`src/rtl/fetch_stage_pkg.sv`:
```
// Shared hart definitions used by the fetch stage: NOP encoding, fetch FSM states
// and the F/D pipeline bundle.
package fetch_stage_pkg;

   localparam int XLEN = 32;
   localparam logic [XLEN-1:0] NOP_INST = 32'h0000_0013;

   typedef enum logic {
      ST_RUN    = 1'b0,
      ST_HALTED = 1'b1
   } fetch_state_e;

   typedef struct packed {
      logic            valid;
      logic [XLEN-1:0] inst;
      logic [XLEN-1:0] pc;
      logic [XLEN-1:0] pc4;
   } fd_bundle_t;

endpackage

```
`src/rtl/fetch_pc.sv`:
```
// Program counter register with the next-PC priority mux:
// reset > redirect > hold > +4.
module fetch_pc
   import fetch_stage_pkg::*;
#(
   parameter logic [XLEN-1:0] RESET_ADDR = 32'h0000_0000
) (
   input  logic            i_clk,
   input  logic            i_rst_n,
   input  logic            i_redirect,
   input  logic [XLEN-1:0] i_redirect_pc,
   input  logic            i_hold,
   output logic [XLEN-1:0] o_pc,
   output logic            o_misaligned
);

   logic [XLEN-1:0] pc_q, pc_d;

   // A misaligned target never reaches the PC; the stage halts instead.
   assign o_misaligned = i_redirect & (i_redirect_pc[1:0] != 2'b00);

   always_comb begin
      pc_d = pc_q + 32'd4;
      if (i_redirect) begin
         pc_d = o_misaligned ? pc_q : i_redirect_pc;
      end else if (i_hold) begin
         pc_d = pc_q;
      end
   end

   always_ff @(posedge i_clk) begin
      if (!i_rst_n) pc_q <= RESET_ADDR;
      else          pc_q <= pc_d;
   end

   assign o_pc = pc_q;

endmodule

```
`src/rtl/fetch_stage.sv`:
```
// Instruction-fetch stage: owns the PC, drives the imem read port and loads the
// F/D register; handles stall, redirect and halt.
module fetch_stage
   import fetch_stage_pkg::*;
#(
   parameter logic [XLEN-1:0] RESET_ADDR = 32'h0000_0000
) (
   input  logic            i_clk,
   input  logic            i_rst_n,
   output logic [XLEN-1:0] o_imem_raddr,
   input  logic [XLEN-1:0] i_imem_rdata,
   input  logic            i_stall,
   input  logic            i_redirect,
   input  logic [XLEN-1:0] i_redirect_pc,
   input  logic            i_halt,
   output logic            o_fd_valid,
   output logic [XLEN-1:0] o_fd_inst,
   output logic [XLEN-1:0] o_fd_pc,
   output logic [XLEN-1:0] o_fd_pc4,
   output logic            o_halted
);

   fetch_state_e    state_q;
   fd_bundle_t      fd_q;
   logic            halted_q;
   logic [XLEN-1:0] pc;
   logic            misaligned;
   logic            pc_hold;

   assign pc_hold = i_halt | i_stall | (state_q == ST_HALTED);

   fetch_pc #(.RESET_ADDR(RESET_ADDR)) u_pc (
      .i_clk         (i_clk),
      .i_rst_n       (i_rst_n),
      .i_redirect    (i_redirect),
      .i_redirect_pc (i_redirect_pc),
      .i_hold        (pc_hold),
      .o_pc          (pc),
      .o_misaligned  (misaligned)
   );

   // A redirect comes from an older instruction, so it overrides halt/stall
   // and also pulls the stage out of HALTED.
   always_ff @(posedge i_clk) begin
      if (!i_rst_n) begin
         state_q  <= ST_RUN;
         halted_q <= 1'b0;
         fd_q     <= '{valid: 1'b0, inst: NOP_INST, pc: '0, pc4: '0};
      end else if (i_redirect) begin
         fd_q.valid <= 1'b0;
         state_q    <= misaligned ? ST_HALTED : ST_RUN;
         halted_q   <= misaligned;
      end else if (i_halt) begin
         fd_q.valid <= 1'b0;
         state_q    <= ST_HALTED;
         halted_q   <= 1'b1;
      end else if (state_q == ST_HALTED) begin
         fd_q.valid <= 1'b0;
      end else if (!i_stall) begin
         fd_q <= '{valid: 1'b1, inst: i_imem_rdata, pc: pc, pc4: pc + 32'd4};
      end
   end

   assign o_imem_raddr = pc;
   assign o_fd_valid   = fd_q.valid;
   assign o_fd_inst    = fd_q.inst;
   assign o_fd_pc      = fd_q.pc;
   assign o_fd_pc4     = fd_q.pc4;
   assign o_halted     = halted_q;

endmodule

```
`config.mk`:
```
export PLATFORM = sky130hd
export DESIGN_NAME = fetch_stage
export DESIGN_NICKNAME = d
export VERILOG_FILES = /design/src/rtl/fetch_stage_pkg.sv /design/src/rtl/fetch_pc.sv /design/src/rtl/fetch_stage.sv
export SDC_FILE = /design/constraint.sdc
export NUM_CORES = 1
export LEC_CHECK = 0
export BUFFER_PORTS_ARGS = -buffer_cell sky130_fd_sc_hd__buf_4
export CORE_MARGIN = 4
export CORE_UTILIZATION = 50
export DETAILED_ROUTE_END_ITERATION = 10
export PLACE_DENSITY = 0.81
export SLEW_MARGIN = 15
export SYNTH_ARGS = -nofsm -noshare
export SYNTH_HDL_FRONTEND = slang
export SYNTH_SLANG_ARGS = --single-unit
```
`constraint.sdc`:
```
create_clock -name i_clk -period 2.2 [get_ports i_clk]
set_input_delay 0.55 -clock i_clk [delete_from_list [all_inputs] [get_ports i_clk]]
set_output_delay 0.55 -clock i_clk [all_outputs]
set_load 0.01 [all_outputs]
```
=== After elaboration in Yosys (flattened, before gate mapping) ===
Index checks and enable logic that the tools add are counted.
W data, S select, Z words.

* Add/sub/neg operators: 1
* Multiply operators: 0
* Divide/modulo/power cells: 0
* Order comparisons: 0
* Equal/unequal tests: 2
* Shift-type cells: 0
* Muxes and demuxes: 7
* Bitwise logic cells: 8
* Reductions and logical operators: 5

{| class="wikitable"
|+ Operators by type and width
! kind !! number
|-
| $mux W32 || 3
|-
| $add A32 B3 Y32 const B || 1
|-
| $not A1 Y1 || 5
|-
| $mux W1 || 4
|-
| $ne A2 B2 Y1 const B || 2
|-
| $reduce_and A4 Y1 || 1
|-
| $reduce_bool A2 Y1 || 2
|-
| $reduce_or A4 Y1 || 1
|-
| $or A1 B1 Y1 || 2
|-
| $reduce_and A2 Y1 || 1
|-
| $and A1 B1 Y1 || 1
|}

* Register bits: 131
* Bits in latches: 0
* Memory bits (writable): 0
* ROM bits: 0
* Bits of input ports: 69
* Memories kept: 0

=== Logic depth before layout (Yosys ltp) ===
* Depth in word-level cells: 4
* Gate-level depth with buffers: 7

=== By module ===
Synthesis repeated with hierarchy kept, for this count alone.

* Cell total of the unflattened synthesis: 770
* Area, all modules: 6042.0 um^2

{| class="wikitable"
|+ By module, submodules not included
! module !! instances !! cells each !! area each (um^2)
|-
| fetch_stage || 1 || 486 || 3877.5
|-
| fetch_pc || 1 || 284 || 2164.6
|}

=== Least setup slack after synthesis ===
OpenSTA, ideal clock, no wires.

* Path type: input to register
* Start: input i_stall
* End: register u_pc.pc_q[10], in the netlist u_pc.o_pc[10]
* Arrival: 1886 ps
* Required time: 2072 ps
* Path slack: 187 ps
* Stages: 7
* Cell sequence: or4_1 clkbuf_1 nand2_1 clkbuf_1 o21ai_0 a22oi_1 nor2_1

* Cells in the longest elaborated chain, start to end: 4

{| class="wikitable"
|+ Ends and longest elaborated chain
! element !! line !! text
|-
| start: declaration || fetch_stage.sv:12 || <nowiki>input logic i_stall,</nowiki>
|-
| $or A1 B1 Y1 (2 in series) || fetch_stage.sv:30 || <nowiki>assign pc_hold = i_halt | i_stall | (state_q == ST_HALTED);</nowiki>
|-
| $ne A2 B2 Y1 (no source line) || -- ||
|-
| $reduce_and A2 Y1 (no source line) || -- ||
|-
| end signal: assignment || fetch_pc.sv:33 || <nowiki>else pc_q <= pc_d;</nowiki>
|-
| end: declaration || fetch_pc.sv:17 || <nowiki>logic [XLEN-1:0] pc_q, pc_d;</nowiki>
|}

Every way passes these cells.
A chain may end at the register's enable or synchronous reset.

=== Worst setup path after layout ===
* Start: register u_pc.pc_q[2], in the netlist u_pc.o_pc[2]
* End: register u_pc.pc_q[28], in the netlist u_pc.o_pc[28]

* Cells in the longest elaborated chain, start to end: 3

{| class="wikitable"
|+ Ends and longest elaborated chain
! element !! line !! text
|-
| $add A32 B3 Y32 || fetch_pc.sv:23 || <nowiki>pc_d = pc_q + 32'd4;</nowiki>
|-
| $mux W32 || fetch_pc.sv:26 || <nowiki>end else if (i_hold) begin</nowiki>
|-
| $mux W32 || fetch_pc.sv:24 || <nowiki>if (i_redirect) begin</nowiki>
|}

Every way passes these cells. The select of a mux whose other input is x is not followed.

==> flow_metrics.env <==
export IMPL_gr_max_usage_layer="met2"
export IMPL_fin_cells=1053
export IMPL_syn_nets=770
export IMPL_drtIter0Drc=474
export IMPL_ys_flop_type="dfxtp_1"
export IMPL_crit_path_end_kind="register"
export IMPL_design_core_area_um2=10800
export IMPL_worstRegToRegCells=6
export IMPL_clk_latency_ns=0.51
export IMPL_cts_buffers=17
export IMPL_gp_congestion=0.835
export IMPL_syn_cell_area_um2=5490
export IMPL_yosys_warnings=0
export IMPL_crit_required_ns=2.62
export IMPL_register_area_um2=2560
export IMPL_dp_hpwl_mm=12.2
export IMPL_hp_start="i_imem_rdata[1]"
export IMPL_avgSynthCellArea_um2=7.85
export IMPL_r2r_slack_ns=0.06
export IMPL_cp_slowest_cell="or4_1"
export IMPL_die_h_um=113
export IMPL_power_density_nw_per_um2=721
export IMPL_ys_seq_area_share_pct=46.6
export IMPL_final_common_cell="buf_4"
export IMPL_p_clk_share_pct=46.5
export IMPL_met1_usage_pct=30.7
export IMPL_outcome="finished, final reports clean"
export IMPL_setup_viol=0
export IMPL_utilization_pct=73.0
export IMPL_path_class="reg -> reg"
export IMPL_arrival_ns=2.56
export IMPL_synthCells=700
export IMPL_hold_path_depth=3
export IMPL_routed_wl_mm=17.5
export IMPL_grt_max_degree=60
export IMPL_grt_pass1_wl_mm=27.8
export IMPL_power_leakage_nw=3.26
export IMPL_timing_hold_ws_ns=0.248
export IMPL_cts_max_path_buffers=2
export IMPL_r2r_end="u_pc.o_pc[28]"
export IMPL_layout_min_cycle_time_ns=2.14
export IMPL_nFillCells=824
export IMPL_power_frac_seq_pct=42.9
export IMPL_antennaDiodeCount=0
export IMPL_h_tree_depth=4
export IMPL_p_sw_w=0.00129
export IMPL_fin_ws_ns=0.0628
export IMPL_pin_count=199
export IMPL_p_int_w=0.00439
export IMPL_start_util_pct=50.9
export IMPL_r2r_start="u_pc.o_pc[2]"
export IMPL_async_flop_share_pct=0
export IMPL_multi_input_area_um2=2640
export IMPL_via_count=5887
export IMPL_grt_pass1_vias=5728
export IMPL_antenna_found_initial=0
export IMPL_detail_route_antenna_nets=0
export IMPL_portBuffers=198
export IMPL_hp_class="in -> reg"
export IMPL_rows=38
export IMPL_dieArea_um2=12700
export IMPL_layout_nets=971
export IMPL_cp_max_fo=7
export IMPL_die_w_um=113
export IMPL_post_route_drc_count=0
export IMPL_synth_cell_type_count=51
export IMPL_slew_headroom_pct=39.8
export IMPL_min_period_over_period_pct=97.1
export IMPL_combPwrFrac_pct=10.5
export IMPL_max_stage_delay_ns=0.56
export IMPL_drt_first_pass_iters=5
export IMPL_switching_share_pct=22.7
export IMPL_synth_edf_count=0
export IMPL_final_hold_violation_count=0
export IMPL_clkTransAtPathRegs_ns=0.05
export IMPL_synth_top_area_cell="dfxtp_1"
export IMPL_power_w=0.00568
export IMPL_clock_sinks=128
export IMPL_skew_ns=0.00726
export IMPL_worst_pin_slew_ns=0.900
export IMPL_vias_per_cell=5.59
export IMPL_synth_seq_cells=128
export IMPL_grt_usage_pct=26.5
export IMPL_critical_path_startpoint_type="register"
export IMPL_layout_common_cells="buf_4, nand2_1, dfxtp_1"
export IMPL_min_to="o_fd_inst[1]"
export IMPL_dp_slack_ns=-0.0162
export IMPL_vdd_ir_drop_max_mv=0.435
export IMPL_wl_per_cell_um=16.6
export IMPL_maxCapViolCount=0
export IMPL_finalMaxSlewViolations=0
export IMPL_syn_to_final_growth_pct=43.3
export IMPL_use_met3_pct=9.68
export IMPL_cts_tree="done"
export IMPL_crit_start="u_pc.o_pc[2]"
export IMPL_final_layout_size_suffix_gt1_share_pct=31.3
export IMPL_grt_ovfl_total=0
export IMPL_clockRootBuffer="clkbuf_8"
export IMPL_synth_top_cell_area_share_pct=46.6
export IMPL_max_freq_ghz=0.468
export IMPL_place_inst=1022
export IMPL_worstPathCellList="ha_1, nand4_1, or4_1, o21ai_0, o31ai_1, nor3_1"
export IMPL_yosys_top_cells_area="dfxtp_1, nand2_1, a21oi_1, o21ai_0, clkbuf_1"
export IMPL_use_met2_pct=45.1
logic make-up (layout without fill, tap and decap cells):
kind of cell | Yosys count | count (layout) | share of synthesized area (%)
DFF | 128 | 128 | 46.6
AOI/OAI and AO/OA | 186 | 186 | 19.4
buffers and inverters | 73 | 286 | 5.51
and+or+nand+nor | 283 | 283 | 23.4
muxes | 5 | 5 | 0.934
adders and majority gates | 1 | 1 | 0.228
xor gates and xnor gates | 24 | 24 | 3.83
worst max path at each step:
| stage | end | slack [ns] |
|---|---|---|
| finish | u_pc.o_pc[28] | 0.06 |
| global route | u_pc.o_pc[28] | -0.07 |
| CTS | u_pc.o_pc[31] | 0.10 |
| detailed placement | u_pc.o_pc[2] | -0.02 |
| global placement | u_pc.o_pc[2] | 0.004 |
| floorplan | u_pc.o_pc[10] | 0.19 |
cell usage after synthesis, types with 11 or more instances:
master / count
a31oi_1: 11
nand3_1: 17
dfxtp_1: 128
xnor2_1: 14
a21oi_1: 93
a211oi_1: 11
nand4_1: 13
buf_2: 13
o21ai_0: 37
clkbuf_1: 42
nand2_1: 163
nor2_1: 39
through the flow:
step / TNS (ns) / instance area, um2
floorplan: 0 / 5490
global placement: 0 / 7300
detailed placement: -0.0162 / 7300
CTS: 0 / 7870
global route: -0.0964 / 7870
finish: 0 / 7870
power groups by stage:
stage	clock, W	sequential [W]	combinational (W)
finish	0.00264	0.00244	0.000597
floorplan	0	0.00252	0.000238
global placement	0	0.00248	0.000576
CTS	0.00268	0.00244	0.000595
detailed placement	0	0.00249	0.000588
global route	0.00280	0.00245	0.000647
metal layers:
metal,routed length (um),part of all wire (%)
met5,0,0
met4,414,2.4
met3,1720,9.8
met2,8440,48
met1,6940,40
state kept, by name, indices dropped and copies added (netlist names):
register / flops
u_pc.o_pc: 32
o_fd_inst: 32
o_fd_pc: 32
o_fd_valid: 1
o_fd_pc4: 30
o_halted: 1
critical path, delay by kind of cell (launching register included):
| kind | cells | cell delay [ns] |
|---|---|---|
| simple gates | 3 | 1.01 |
| flops | 1 | 0.46 |
| compound gates | 2 | 0.35 |
| fa+ha+maj | 1 | 0.23 |
final cells by class:
class / count / area share, %
Inverter: 6 / 0.286
Clock inverter: 6 / 1.02
Tap cell: 140 / 2.22
Clock buffer: 25 / 6.15
Multi-Input combinational cell: 499 / 33.6
Timing Repair Buffer: 249 / 24.2
Sequential cell: 128 / 32.5
what timing repair did:
action	4_1_cts	5_1_grt
endpoints found under the hold margin	0	0
hold buffers	0	0
buffers inserted	0	0
gates resized for setup	0	2
endpoints found under the setup margin	0	2
No activity file was read; power rests on OpenSTA's default activity.
